===== src/rtl/hazard_forwarding_unit_if.sv =====
// hazard_forwarding_unit_if
// Pipeline-side bundle for the hazard/forwarding controller.
//   master : pipeline stages (drive register addresses and stage controls,
//            receive stall and forwarding selects)
//   slave  : hazard_forwarding_unit
// Signals:
//   addressRsId/addressRtId, usesRtId, branchId       ID-stage sources
//   addressRsEx/addressRtEx, regWriteEx, memReadEx,
//   regWriteRegisterEx                                EX-stage sources/dest
//   regWriteMem, memReadMem, memWriteMem,
//   regWriteRegisterMem                               MEM-stage controls/dest
//   regWriteWb, writeRegisterWb                       WB write port
//   hazard, memStall                                  stall controls
//   forwardingMux0Ex/1Ex, forwardIdRs/Rt              operand selects
//   stallCycles, memWaitCycles                        saturating counters
interface hazard_forwarding_unit_if #(
  parameter int REG_ADDR_W = 5,
  parameter int COUNT_W    = 16
);
  logic [REG_ADDR_W-1:0] addressRsId;
  logic [REG_ADDR_W-1:0] addressRtId;
  logic                  usesRtId;
  logic                  branchId;
  logic [REG_ADDR_W-1:0] addressRsEx;
  logic [REG_ADDR_W-1:0] addressRtEx;
  logic                  regWriteEx;
  logic                  memReadEx;
  logic [REG_ADDR_W-1:0] regWriteRegisterEx;
  logic                  regWriteMem;
  logic                  memReadMem;
  logic                  memWriteMem;
  logic [REG_ADDR_W-1:0] regWriteRegisterMem;
  logic                  regWriteWb;
  logic [REG_ADDR_W-1:0] writeRegisterWb;
  logic                  hazard;
  logic                  memStall;
  logic [1:0]            forwardingMux0Ex;
  logic [1:0]            forwardingMux1Ex;
  logic [1:0]            forwardIdRs;
  logic [1:0]            forwardIdRt;
  logic [COUNT_W-1:0]    stallCycles;
  logic [COUNT_W-1:0]    memWaitCycles;

  modport master (
    output addressRsId, addressRtId, usesRtId, branchId,
           addressRsEx, addressRtEx, regWriteEx, memReadEx, regWriteRegisterEx,
           regWriteMem, memReadMem, memWriteMem, regWriteRegisterMem,
           regWriteWb, writeRegisterWb,
    input  hazard, memStall, forwardingMux0Ex, forwardingMux1Ex,
           forwardIdRs, forwardIdRt, stallCycles, memWaitCycles
  );

  modport slave (
    input  addressRsId, addressRtId, usesRtId, branchId,
           addressRsEx, addressRtEx, regWriteEx, memReadEx, regWriteRegisterEx,
           regWriteMem, memReadMem, memWriteMem, regWriteRegisterMem,
           regWriteWb, writeRegisterWb,
    output hazard, memStall, forwardingMux0Ex, forwardingMux1Ex,
           forwardIdRs, forwardIdRt, stallCycles, memWaitCycles
  );
endinterface


===== src/rtl/hazard_forwarding_unit.sv =====
// hazard_forwarding_unit
// Hazard detection and operand forwarding for a 5-stage MIPS pipeline, with
// a multi-cycle data-memory wait FSM and saturating stall counters.
// Ports:
//   clk   : rising-edge clock
//   reset : synchronous, active-low; forces every output to 0 while low
//   bus   : hazard_forwarding_unit_if.slave (stage controls in; hazard,
//           memStall, forward selects and counters out)
// hazard/memStall/forward selects are combinational from current inputs;
// FSM state, wait counter and performance counters are registered.
module hazard_forwarding_unit #(
  parameter int REG_ADDR_W    = 5,
  parameter int MEM_LATENCY   = 1,
  parameter int COUNT_W       = 16,
  parameter int ENABLE_ID_FWD = 1
) (
  input  logic                     clk,
  input  logic                     reset,
  hazard_forwarding_unit_if.slave  bus
);

  localparam int WAIT_W = (MEM_LATENCY > 1) ? $clog2(MEM_LATENCY) + 1 : 1;
  // waitCnt value at which the final (unstalled) MEM cycle is reached
  localparam logic [WAIT_W-1:0]  LAST_STALL = WAIT_W'(MEM_LATENCY - 1);
  localparam logic [COUNT_W-1:0] COUNT_MAX  = {COUNT_W{1'b1}};

  typedef enum logic {IDLE = 1'b0, WAIT = 1'b1} memStateT;

  memStateT            stateR, stateNextS;
  logic [WAIT_W-1:0]   waitCntR, waitCntNextS;
  logic [COUNT_W-1:0]  stallCyclesR, memWaitCyclesR;
  logic                memStallS, hazardS, loadUseS, branchHazS;
  logic                memFwdOkS;
  logic [1:0]          fwdMux0S, fwdMux1S, fwdIdRsS, fwdIdRtS;

  // Register 0 is hard-wired, so a zero destination never matches
  function automatic logic regHit(input logic [REG_ADDR_W-1:0] dest,
                                  input logic [REG_ADDR_W-1:0] src);
    return (dest != '0) && (dest == src);
  endfunction

  // Does the ID instruction read the given destination register
  function automatic logic idReads(input logic [REG_ADDR_W-1:0] dest,
                                   input logic [REG_ADDR_W-1:0] rs,
                                   input logic [REG_ADDR_W-1:0] rt,
                                   input logic                  usesRt);
    return regHit(dest, rs) || (usesRt && regHit(dest, rt));
  endfunction

  // Hazard detection: load-use plus branch-in-ID rules, suppressed under memStall
  always_comb begin
    loadUseS   = bus.memReadEx && idReads(bus.regWriteRegisterEx, bus.addressRsId,
                                          bus.addressRtId, bus.usesRtId);
    branchHazS = 1'b0;
    if (ENABLE_ID_FWD != 0) begin
      branchHazS = bus.branchId &&
                   ((bus.regWriteEx && idReads(bus.regWriteRegisterEx, bus.addressRsId,
                                               bus.addressRtId, bus.usesRtId)) ||
                    (bus.memReadMem && idReads(bus.regWriteRegisterMem, bus.addressRsId,
                                               bus.addressRtId, bus.usesRtId)));
    end else begin
      branchHazS = 1'b0;
    end
    // A frozen pipeline must not take a bubble; re-evaluated once the wait ends
    hazardS = !memStallS && (loadUseS || branchHazS);
  end

  // Forwarding selects; a MEM-stage load has no ALU result to forward
  always_comb begin
    memFwdOkS = bus.regWriteMem && !bus.memReadMem;
    fwdMux0S  = 2'b00;
    fwdMux1S  = 2'b00;
    fwdIdRsS  = 2'b00;
    fwdIdRtS  = 2'b00;
    if (memFwdOkS && regHit(bus.regWriteRegisterMem, bus.addressRsEx)) fwdMux0S = 2'b10;
    else if (bus.regWriteWb && regHit(bus.writeRegisterWb, bus.addressRsEx)) fwdMux0S = 2'b01;
    else fwdMux0S = 2'b00;
    if (memFwdOkS && regHit(bus.regWriteRegisterMem, bus.addressRtEx)) fwdMux1S = 2'b10;
    else if (bus.regWriteWb && regHit(bus.writeRegisterWb, bus.addressRtEx)) fwdMux1S = 2'b01;
    else fwdMux1S = 2'b00;
    // ID-stage encoding differs from EX: 01 = MEM result, 10 = WB data
    if (ENABLE_ID_FWD != 0) begin
      if (memFwdOkS && regHit(bus.regWriteRegisterMem, bus.addressRsId)) fwdIdRsS = 2'b01;
      else if (bus.regWriteWb && regHit(bus.writeRegisterWb, bus.addressRsId)) fwdIdRsS = 2'b10;
      else fwdIdRsS = 2'b00;
      if (memFwdOkS && regHit(bus.regWriteRegisterMem, bus.addressRtId)) fwdIdRtS = 2'b01;
      else if (bus.regWriteWb && regHit(bus.writeRegisterWb, bus.addressRtId)) fwdIdRtS = 2'b10;
      else fwdIdRtS = 2'b00;
    end else begin
      fwdIdRsS = 2'b00;
      fwdIdRtS = 2'b00;
    end
  end

  // Memory-wait FSM next state: an access occupies MEM for MEM_LATENCY cycles
  always_comb begin
    stateNextS   = stateR;
    waitCntNextS = waitCntR;
    memStallS    = 1'b0;
    case (stateR)
      IDLE: begin
        memStallS = (bus.memReadMem || bus.memWriteMem) && (MEM_LATENCY > 1);
        if (memStallS) begin
          stateNextS   = WAIT;
          waitCntNextS = WAIT_W'(1);
        end else begin
          stateNextS   = IDLE;
          waitCntNextS = '0;
        end
      end
      WAIT: begin
        memStallS = (waitCntR < LAST_STALL);
        if (memStallS) begin
          stateNextS   = WAIT;
          waitCntNextS = waitCntR + WAIT_W'(1);
        end else begin
          stateNextS   = IDLE;
          waitCntNextS = '0;
        end
      end
      default: begin
        stateNextS   = IDLE;
        waitCntNextS = '0;
        memStallS    = 1'b0;
      end
    endcase
  end

  // FSM state, wait counter and saturating performance counters
  always_ff @(posedge clk) begin
    if (!reset) begin
      stateR         <= IDLE;
      waitCntR       <= '0;
      stallCyclesR   <= '0;
      memWaitCyclesR <= '0;
    end else begin
      stateR   <= stateNextS;
      waitCntR <= waitCntNextS;
      if (hazardS && (stallCyclesR != COUNT_MAX)) begin
        stallCyclesR <= stallCyclesR + COUNT_W'(1);
      end
      if (memStallS && (memWaitCyclesR != COUNT_MAX)) begin
        memWaitCyclesR <= memWaitCyclesR + COUNT_W'(1);
      end
    end
  end

  // Outputs are all held at 0 while reset is low
  assign bus.hazard           = reset & hazardS;
  assign bus.memStall         = reset & memStallS;
  assign bus.forwardingMux0Ex = reset ? fwdMux0S : 2'b00;
  assign bus.forwardingMux1Ex = reset ? fwdMux1S : 2'b00;
  assign bus.forwardIdRs      = reset ? fwdIdRsS : 2'b00;
  assign bus.forwardIdRt      = reset ? fwdIdRtS : 2'b00;
  assign bus.stallCycles      = reset ? stallCyclesR   : '0;
  assign bus.memWaitCycles    = reset ? memWaitCyclesR : '0;

endmodule


===== src/flat_wrapper.sv =====
// flat-port wrapper written by rule: the top's interface ports become plain ports
module hazard_forwarding_unit_flat 
#(
  parameter int REG_ADDR_W    = 5,
  parameter int MEM_LATENCY   = 1,
  parameter int COUNT_W       = 16,
  parameter int ENABLE_ID_FWD = 1
)
  (clk, reset, bus_addressRsId, bus_addressRtId, bus_usesRtId, bus_branchId, bus_addressRsEx, bus_addressRtEx, bus_regWriteEx, bus_memReadEx, bus_regWriteRegisterEx, bus_regWriteMem, bus_memReadMem, bus_memWriteMem, bus_regWriteRegisterMem, bus_regWriteWb, bus_writeRegisterWb, bus_hazard, bus_memStall, bus_forwardingMux0Ex, bus_forwardingMux1Ex, bus_forwardIdRs, bus_forwardIdRt, bus_stallCycles, bus_memWaitCycles);
  hazard_forwarding_unit_if #(.REG_ADDR_W(REG_ADDR_W), .COUNT_W(COUNT_W)) bus_i ();
  input  logic clk;
  input  logic reset;
  input wire logic [$bits(bus_i.addressRsId)-1:0] bus_addressRsId;
  input wire logic [$bits(bus_i.addressRtId)-1:0] bus_addressRtId;
  input wire logic [$bits(bus_i.usesRtId)-1:0] bus_usesRtId;
  input wire logic [$bits(bus_i.branchId)-1:0] bus_branchId;
  input wire logic [$bits(bus_i.addressRsEx)-1:0] bus_addressRsEx;
  input wire logic [$bits(bus_i.addressRtEx)-1:0] bus_addressRtEx;
  input wire logic [$bits(bus_i.regWriteEx)-1:0] bus_regWriteEx;
  input wire logic [$bits(bus_i.memReadEx)-1:0] bus_memReadEx;
  input wire logic [$bits(bus_i.regWriteRegisterEx)-1:0] bus_regWriteRegisterEx;
  input wire logic [$bits(bus_i.regWriteMem)-1:0] bus_regWriteMem;
  input wire logic [$bits(bus_i.memReadMem)-1:0] bus_memReadMem;
  input wire logic [$bits(bus_i.memWriteMem)-1:0] bus_memWriteMem;
  input wire logic [$bits(bus_i.regWriteRegisterMem)-1:0] bus_regWriteRegisterMem;
  input wire logic [$bits(bus_i.regWriteWb)-1:0] bus_regWriteWb;
  input wire logic [$bits(bus_i.writeRegisterWb)-1:0] bus_writeRegisterWb;
  output wire logic [$bits(bus_i.hazard)-1:0] bus_hazard;
  output wire logic [$bits(bus_i.memStall)-1:0] bus_memStall;
  output wire logic [$bits(bus_i.forwardingMux0Ex)-1:0] bus_forwardingMux0Ex;
  output wire logic [$bits(bus_i.forwardingMux1Ex)-1:0] bus_forwardingMux1Ex;
  output wire logic [$bits(bus_i.forwardIdRs)-1:0] bus_forwardIdRs;
  output wire logic [$bits(bus_i.forwardIdRt)-1:0] bus_forwardIdRt;
  output wire logic [$bits(bus_i.stallCycles)-1:0] bus_stallCycles;
  output wire logic [$bits(bus_i.memWaitCycles)-1:0] bus_memWaitCycles;
  assign bus_i.addressRsId = bus_addressRsId;
  assign bus_i.addressRtId = bus_addressRtId;
  assign bus_i.usesRtId = bus_usesRtId;
  assign bus_i.branchId = bus_branchId;
  assign bus_i.addressRsEx = bus_addressRsEx;
  assign bus_i.addressRtEx = bus_addressRtEx;
  assign bus_i.regWriteEx = bus_regWriteEx;
  assign bus_i.memReadEx = bus_memReadEx;
  assign bus_i.regWriteRegisterEx = bus_regWriteRegisterEx;
  assign bus_i.regWriteMem = bus_regWriteMem;
  assign bus_i.memReadMem = bus_memReadMem;
  assign bus_i.memWriteMem = bus_memWriteMem;
  assign bus_i.regWriteRegisterMem = bus_regWriteRegisterMem;
  assign bus_i.regWriteWb = bus_regWriteWb;
  assign bus_i.writeRegisterWb = bus_writeRegisterWb;
  assign bus_hazard = bus_i.hazard;
  assign bus_memStall = bus_i.memStall;
  assign bus_forwardingMux0Ex = bus_i.forwardingMux0Ex;
  assign bus_forwardingMux1Ex = bus_i.forwardingMux1Ex;
  assign bus_forwardIdRs = bus_i.forwardIdRs;
  assign bus_forwardIdRt = bus_i.forwardIdRt;
  assign bus_stallCycles = bus_i.stallCycles;
  assign bus_memWaitCycles = bus_i.memWaitCycles;
  hazard_forwarding_unit #(.REG_ADDR_W(REG_ADDR_W), .MEM_LATENCY(MEM_LATENCY), .COUNT_W(COUNT_W), .ENABLE_ID_FWD(ENABLE_ID_FWD)) u_core (.clk(clk), .reset(reset), .bus(bus_i));
endmodule

===== config.mk =====
export PLATFORM = sky130hd
export DESIGN_NAME = hazard_forwarding_unit_flat
export DESIGN_NICKNAME = d
export VERILOG_FILES = /design/src/rtl/hazard_forwarding_unit_if.sv /design/src/rtl/hazard_forwarding_unit.sv /design/src/flat_wrapper.sv
export SDC_FILE = /design/constraint.sdc
export NUM_CORES = 1
export LEC_CHECK = 0
export BUFFER_PORTS_ARGS = -buffer_cell sky130_fd_sc_hd__buf_2
export CAP_MARGIN = 10
export CELL_PAD_IN_SITES_DETAIL_PLACEMENT = 0
export CELL_PAD_IN_SITES_GLOBAL_PLACEMENT = 1
export CORE_MARGIN = 4
export CORE_UTILIZATION = 30
export CTS_CLUSTER_SIZE = 30
export DETAILED_ROUTE_END_ITERATION = 10
export GPL_TIMING_DRIVEN = 0
export PLACE_DENSITY = 0.81
export SLEW_MARGIN = 20
export SYNTH_ARGS = -nofsm -noshare
export SYNTH_HDL_FRONTEND = slang
export SYNTH_SLANG_ARGS = --single-unit

===== constraint.sdc =====
create_clock -name clk -period 2.34 [get_ports clk]
set_input_delay 0.585 -clock clk [delete_from_list [all_inputs] [get_ports clk]]
set_output_delay 0.585 -clock clk [all_outputs]
set_load 0.03 [all_outputs]

==> flow_summary.json, run 1 <==
{
  "multi_input_area_um2": 1500,
  "async_reset_ff_frac": 0,
  "drv_slew": 0,
  "maxCapViolCount": 0,
  "swShare": 0.333,
  "synthTopCellsByCount": "24 x xnor2_1, 24 x xor2_1, 18 x nor2_1",
  "clock_latency_ps": 250,
  "port_buffers": 58,
  "clk_pin_slew_ps": 70,
  "min_from": "u_core.stallCyclesR[6]$_SDFFE_PN0P_",
  "wl_mm": 5.47,
  "skew_ps": 0.996,
  "dr_total_vias": 1832,
  "grt_pass1_vias": 1811,
  "p_leak_nw": 1.23,
  "cts.sinks": 16,
  "die_y_um": 86.9,
  "timing_hold_violations_final": 0,
  "synth-edff-count": 0,
  "place_congestion": 0.872,
  "postLayoutCellArea_um2": 2720,
  "wl_per_cell_um": 13.9,
  "rsz0062_at_grt": "true",
  "synthTopCellsByArea": "dfxtp_1 17%, xnor2_1 11%, xor2_1 11%",
  "cp-start-kind": "primary input",
  "fin_ws_ps": -231,
  "dieArea_um2": 7550,
  "track_usage": 0.141,
  "row_count": 28,
  "fin_setup_tns_ps": -1310,
  "fmaxAchievable_mhz": 389,
  "setup_violations": 9,
  "cellInternalPower_w": 0.000573,
  "p_per_area_nw_per_um2": 315,
  "cts_root_buf": "clkbuf_8",
  "initialDrtViolationCount": 40,
  "grt_start_max_net_pins": 11,
  "critPathMaxFanout": 4,
  "whs_endpoint": "u_core.stallCyclesR[6]$_SDFFE_PN0P_",
  "overflow": 0,
  "synth.distinct_cells": 49,
  "top_register": "u_core.stallCyclesR",
  "finalCritPeriodShare": 1.10,
  "p_switching_w": 0.000286,
  "drc": 0,
  "antenna_cells": 0,
  "outcome": "finished with violations",
  "fin_nets": 366,
  "ys_seq_area_frac": 0.171,
  "drive_gt1_frac": 0.442,
  "period_needed_ps": 2570,
  "required_ps": 1750,
  "syn_to_final_growth_pct": 45.8,
  "p_clk_frac": 0.289,
  "power_w": 0.000859,
  "postRouteAntennaNets": 0,
  "place_area_um2": 2390,
  "cts.path.max_buffers": 2,
  "yosysTopAreaCell": "dfxtp_1",
  "critPathCaptureType": "output pin",
  "max_stage_delay_ps": 530,
  "synth_ff_type": "dfxtp_1",
  "timing.rr.end": "u_core.stallCyclesR[9]$_SDFFE_PN0P_",
  "cts_made_buffers": 3,
  "violations": "setup timing",
  "cts_tree": "done",
  "reg2reg_slack_ps": 310,
  "final_util": 0.455,
  "rr_worst_depth": 9,
  "min_path_cells": 1,
  "ir_worst_vdd_mv": 0.168,
  "viasPerCell": 4.65,
  "avgSynthCellArea_um2": 8.19,
  "dr.pass1.iters": 4,
  "die_w_um": 86.9,
  "yosys.area.top_type_share": 0.171,
  "yosysWarningCount": 0,
  "hold_path.class": "reg -> reg",
  "fillers": 591,
  "seqCellArea_um2": 320,
  "largest_register_ffs": 16,
  "boundaryPins": 87,
  "grt_pass1_wl_mm": 8.52,
  "place_hpwl_mm": 4.44,
  "top_regs": "u_core.stallCyclesR: 16 flops",
  "antenna_found_initial": 0,
  "synth_area_um2": 1870,
  "cts_max_level": 1,
  "crit_type": "in -> out",
  "core_area_um2": 5990,
  "start_util": 0.312,
  "arrival_ps": 1990,
  "seqPwrFrac": 0.320,
  "r2r_start": "u_core.stallCyclesR[2]$_SDFFE_PN0P_",
  "crit_slowest_cell": "or4_4",
  "ys_ff_latch": 16,
  "crit_path_cell_trace": "buf_12 > or4_4 > nor2_4 > nor3b_4 > nand4_1 > nor3_1 > nor4_4 > buf_4",
  "combPwrFrac": 0.390,
  "fin_hold_ws_ps": 519,
  "netlist_instances": 228
}
-- power groups by stage --
stage	Combinational (W)	Clock (W)	Sequential (W)
2_1_floorplan	0.000214	0	0.000281
3_3_place_gp	0.000287	0	0.000281
3_5_place_dp	0.000292	0	0.000282
4_1_cts	0.000330	0.000257	0.000275
5_1_grt	0.000360	0.000264	0.000275
6_report	0.000335	0.000249	0.000275
-- logic make-up (layout without fill, tap and decap cells) --
family	count (synthesis)	count (layout)	synth area share
muxes	11	11	0.0656
adders and majority gates	1	1	0.00670
AOI/OAI and AO/OA	18	18	0.0677
DFF	16	16	0.171
and+or+nand+nor	96	96	0.308
other	1	17	0.00201
buffers and inverters	34	109	0.127
xor gates and xnor gates	51	51	0.251
-- layout by cell type (no fill, tap or decap), types with 12 or more instances in the layout --
cell and instances:
conb_1 17, and2_1 15, dfxtp_1 16, xnor2_1 24, buf_2 49, xor2_1 24
nand4_1 12, buf_4 33, buf_6 12, nor2_1 17
-- worst max path at each step --
stage | slack, ps | depth (start not counted) | startpoint | end
final | -230 | 8 | bus_regWriteRegisterMem[0] | bus_forwardingMux0Ex[0]
after CTS | -250 | 8 | bus_regWriteRegisterMem[0] | bus_forwardingMux0Ex[0]
after global routing | -290 | 8 | bus_regWriteRegisterMem[0] | bus_forwardingMux0Ex[0]
after floorplan | -230 | 7 | bus_regWriteRegisterMem[0] | bus_forwardingMux0Ex[0]
after detailed placement | -350 | 8 | bus_regWriteRegisterMem[0] | bus_forwardingMux0Ex[0]
after global placement | -350 | 8 | bus_regWriteRegisterMem[0] | bus_forwardingMux0Ex[0]
-- critical path: cells and delay by family --
kind	cells	cell delay, ps
and+or+nand+nor	6	1090
buffers and inverters	2	310
-- metrics by stage --
step	worst slack, ps	std cells
after floorplan	-231	244
after global placement	-345	377
after detailed placement	-348	377
after CTS	-245	392
after global routing	-292	394
final	-231	394
-- layout make-up --
| type | instances | area share |
|---|---|---|
| multi-input combinational | 194 | 0.552 |
| sequential | 16 | 0.118 |
| timing repair buffer | 71 | 0.160 |
| clock buffer | 4 | 0.0202 |
| tap | 75 | 0.0345 |
| buffer | 32 | 0.112 |
| inverter | 2 | 0.00413 |
-- timing repair --
action                                  CTS  global route
hold buffers                              0             0
resized for setup                        41             3
setup buffers                            11             2
endpoints found under the setup margin   15             9
pin swaps                                10             6
-- per-layer routing --
layer / wire, um / up-vias / share of wire / global-route usage
met3: 237 / 4 / 0.043 / 0.0189
li1: - / 946 / - / -
met1: 2360 / 842 / 0.43 / 0.175
met5: 0 / - / 0 / 0
met4: 46 / 0 / 0.0084 / 0.0227
met2: 2820 / 40 / 0.52 / 0.259
No activity file was read; power rests on OpenSTA's default activity.
==> run 2: changes to the inputs <==
==> constraint.sdc (replaced) <==
create_clock -name clk -period 2.34 [get_ports clk]
set_input_delay 0.117 -clock clk [delete_from_list [all_inputs] [get_ports clk]]
set_output_delay 0.117 -clock clk [all_outputs]
set_load 0.03 [all_outputs]
==> run 2 against run 1 <==
The run now ends clean; clock skew is 1.4 ps higher; wire length is 8.0% lower; critical endpoint is now u_core.stallCyclesR[4]$_SDFFE_PN0P_; core utilization is 6.2 points lower.
==> flow_summary.json, run 2 (synthesized netlist as in run 1, its figures left out) <==
{
  "place_congestion": 0.873,
  "clock_latency_ps": 240,
  "final_util": 0.393,
  "final_cell_mix": "58 x buf_2, 24 x xor2_1, 24 x xnor2_1",
  "row_count": 28,
  "place_hpwl_mm": 4.22,
  "top_regs": "u_core.stallCyclesR: 16 flops",
  "cts.path.max_buffers": 2,
  "top_register": "u_core.stallCyclesR",
  "setup_violations": 0,
  "seqCellArea_um2": 320,
  "grt_pass1_wl_mm": 7.94,
  "clk_pin_slew_ps": 60,
  "port_buffers": 58,
  "grt_pass1_vias": 1678,
  "antenna_found_initial": 0,
  "slew_headroom": 0.474,
  "cts_max_level": 1,
  "start_util": 0.312,
  "drc": 0,
  "p_clk_frac": 0.268,
  "place_area_um2": 2310,
  "placedCellCount": 377,
  "hold_path.class": "in -> reg",
  "cts.sinks": 16,
  "arrival_ps": 2130,
  "seqPwrFrac": 0.364,
  "postCtsSetupBuffers": 0,
  "dieArea_um2": 7550,
  "syn_to_final_growth_pct": 26.0,
  "outcome": "completed",
  "combPwrFrac": 0.368,
  "period_needed_ps": 2000,
  "multi_input_area_um2": 1370,
  "maxCapViolCount": 0,
  "boundaryPins": 87,
  "fin_nets": 353,
  "wl_mm": 5.03,
  "track_usage": 0.130,
  "cts_root_buf": "clkbuf_8",
  "ctsResizeCount": 0,
  "cts_tree": "done",
  "cp-start-kind": "register",
  "timing_hold_violations_final": 0,
  "layout.cells.non_filler": 380,
  "postRouteAntennaNets": 0,
  "drive_gt1_frac": 0.338,
  "rsz0062_at_grt": "false",
  "final_common_cell": "buf_2",
  "dr.pass1.iters": 5,
  "p_per_area_nw_per_um2": 321,
  "fin_setup_tns_ps": 0,
  "worst_pin_slew_ps": 788,
  "finalCritPeriodShare": 0.855,
  "postLayoutCellArea_um2": 2350,
  "fillers": 635,
  "overflow": 0,
  "wl_per_cell_um": 13.2,
  "critPathMaxFanout": 10,
  "largest_register_ffs": 16,
  "p_leak_nw": 1.10,
  "dr_total_vias": 1794,
  "grt_start_max_net_pins": 11,
  "crit_type": "reg -> reg",
  "swShare": 0.331,
  "critPathCaptureType": "register",
  "core_area_um2": 5990,
  "die_y_um": 86.9,
  "drv_slew": 0,
  "required_ps": 2470,
  "fmaxAchievable_mhz": 500,
  "die_w_um": 86.9,
  "ir_worst_vdd_mv": 0.161,
  "cts_made_buffers": 3,
  "skew_ps": 2.42,
  "p_switching_w": 0.000251,
  "initialDrtViolationCount": 61,
  "viasPerCell": 4.72,
  "cts_hold_buf": 0,
  "cellInternalPower_w": 0.000505,
  "antenna_cells": 0
}
## run 2: through the flow
step | worst slack (ps) | total power (W) | hold WS (ps)
after CTS | 319 | 0.000763 | 362
final | 339 | 0.000756 | 364
after floorplan | 88.2 | 0.000483 | 449
after global placement | 365 | 0.000555 | 511
after detailed placement | 332 | 0.000559 | 533
after global routing | 200 | 0.000795 | 393
## run 2: critical path, stage by stage (launching register included)
cell	delay [ps]
dfxtp_1	390
and4_1	200
clkbuf_2	170
and4_4	270
nand2_1	90
nand3_1	110
o21ai_2	70
buf_6	150
nand4_1	110
mux2_1	330
## run 2: worst paths after layout
kind | startpoint | endpoint | slack, ps | cells after the start
setup / recovery | u_core.stallCyclesR[2]$_SDFFE_PN0P_ | u_core.stallCyclesR[4]$_SDFFE_PN0P_ | 340 | 9
hold / removal | bus_memReadMem | u_core.stallCyclesR[12]$_SDFFE_PN0P_ | 360 | 5
setup reg to reg | u_core.stallCyclesR[2]$_SDFFE_PN0P_ | u_core.stallCyclesR[4]$_SDFFE_PN0P_ | 340 | 9
hold reg to reg | u_core.stallCyclesR[6]$_SDFFE_PN0P_ | u_core.stallCyclesR[6]$_SDFFE_PN0P_ | 540 | 1
## run 2: metal layers
layer / global-route usage / vias to the layer above / wire length, um
li1: - / 914 / -
met1: 0.177 / 814 / 2270
met2: 0.217 / 58 / 2380
met3: 0.0132 / 8 / 307
met4: 0.0354 / 0 / 72
met5: 0 / - / 0
## run 2: layout make-up
type | count | area share
multi-input combinational | 194 | 0.582
sequential | 16 | 0.136
timing repair buffer | 58 | 0.123
buffer | 32 | 0.0978
tap | 75 | 0.0399
clock buffer | 3 | 0.0175
inverter | 2 | 0.00319
## run 2: power groups by stage
| stage | Combinational (W) | Sequential (W) | Clock [W] |
|---|---|---|---|
| final | 0.000278 | 0.000275 | 0.000202 |
| after global routing | 0.000301 | 0.000275 | 0.000218 |
| after CTS | 0.000278 | 0.000275 | 0.000210 |
| after detailed placement | 0.000278 | 0.000281 | 0 |
| after global placement | 0.000274 | 0.000281 | 0 |
| after floorplan | 0.000202 | 0.000281 | 0 |
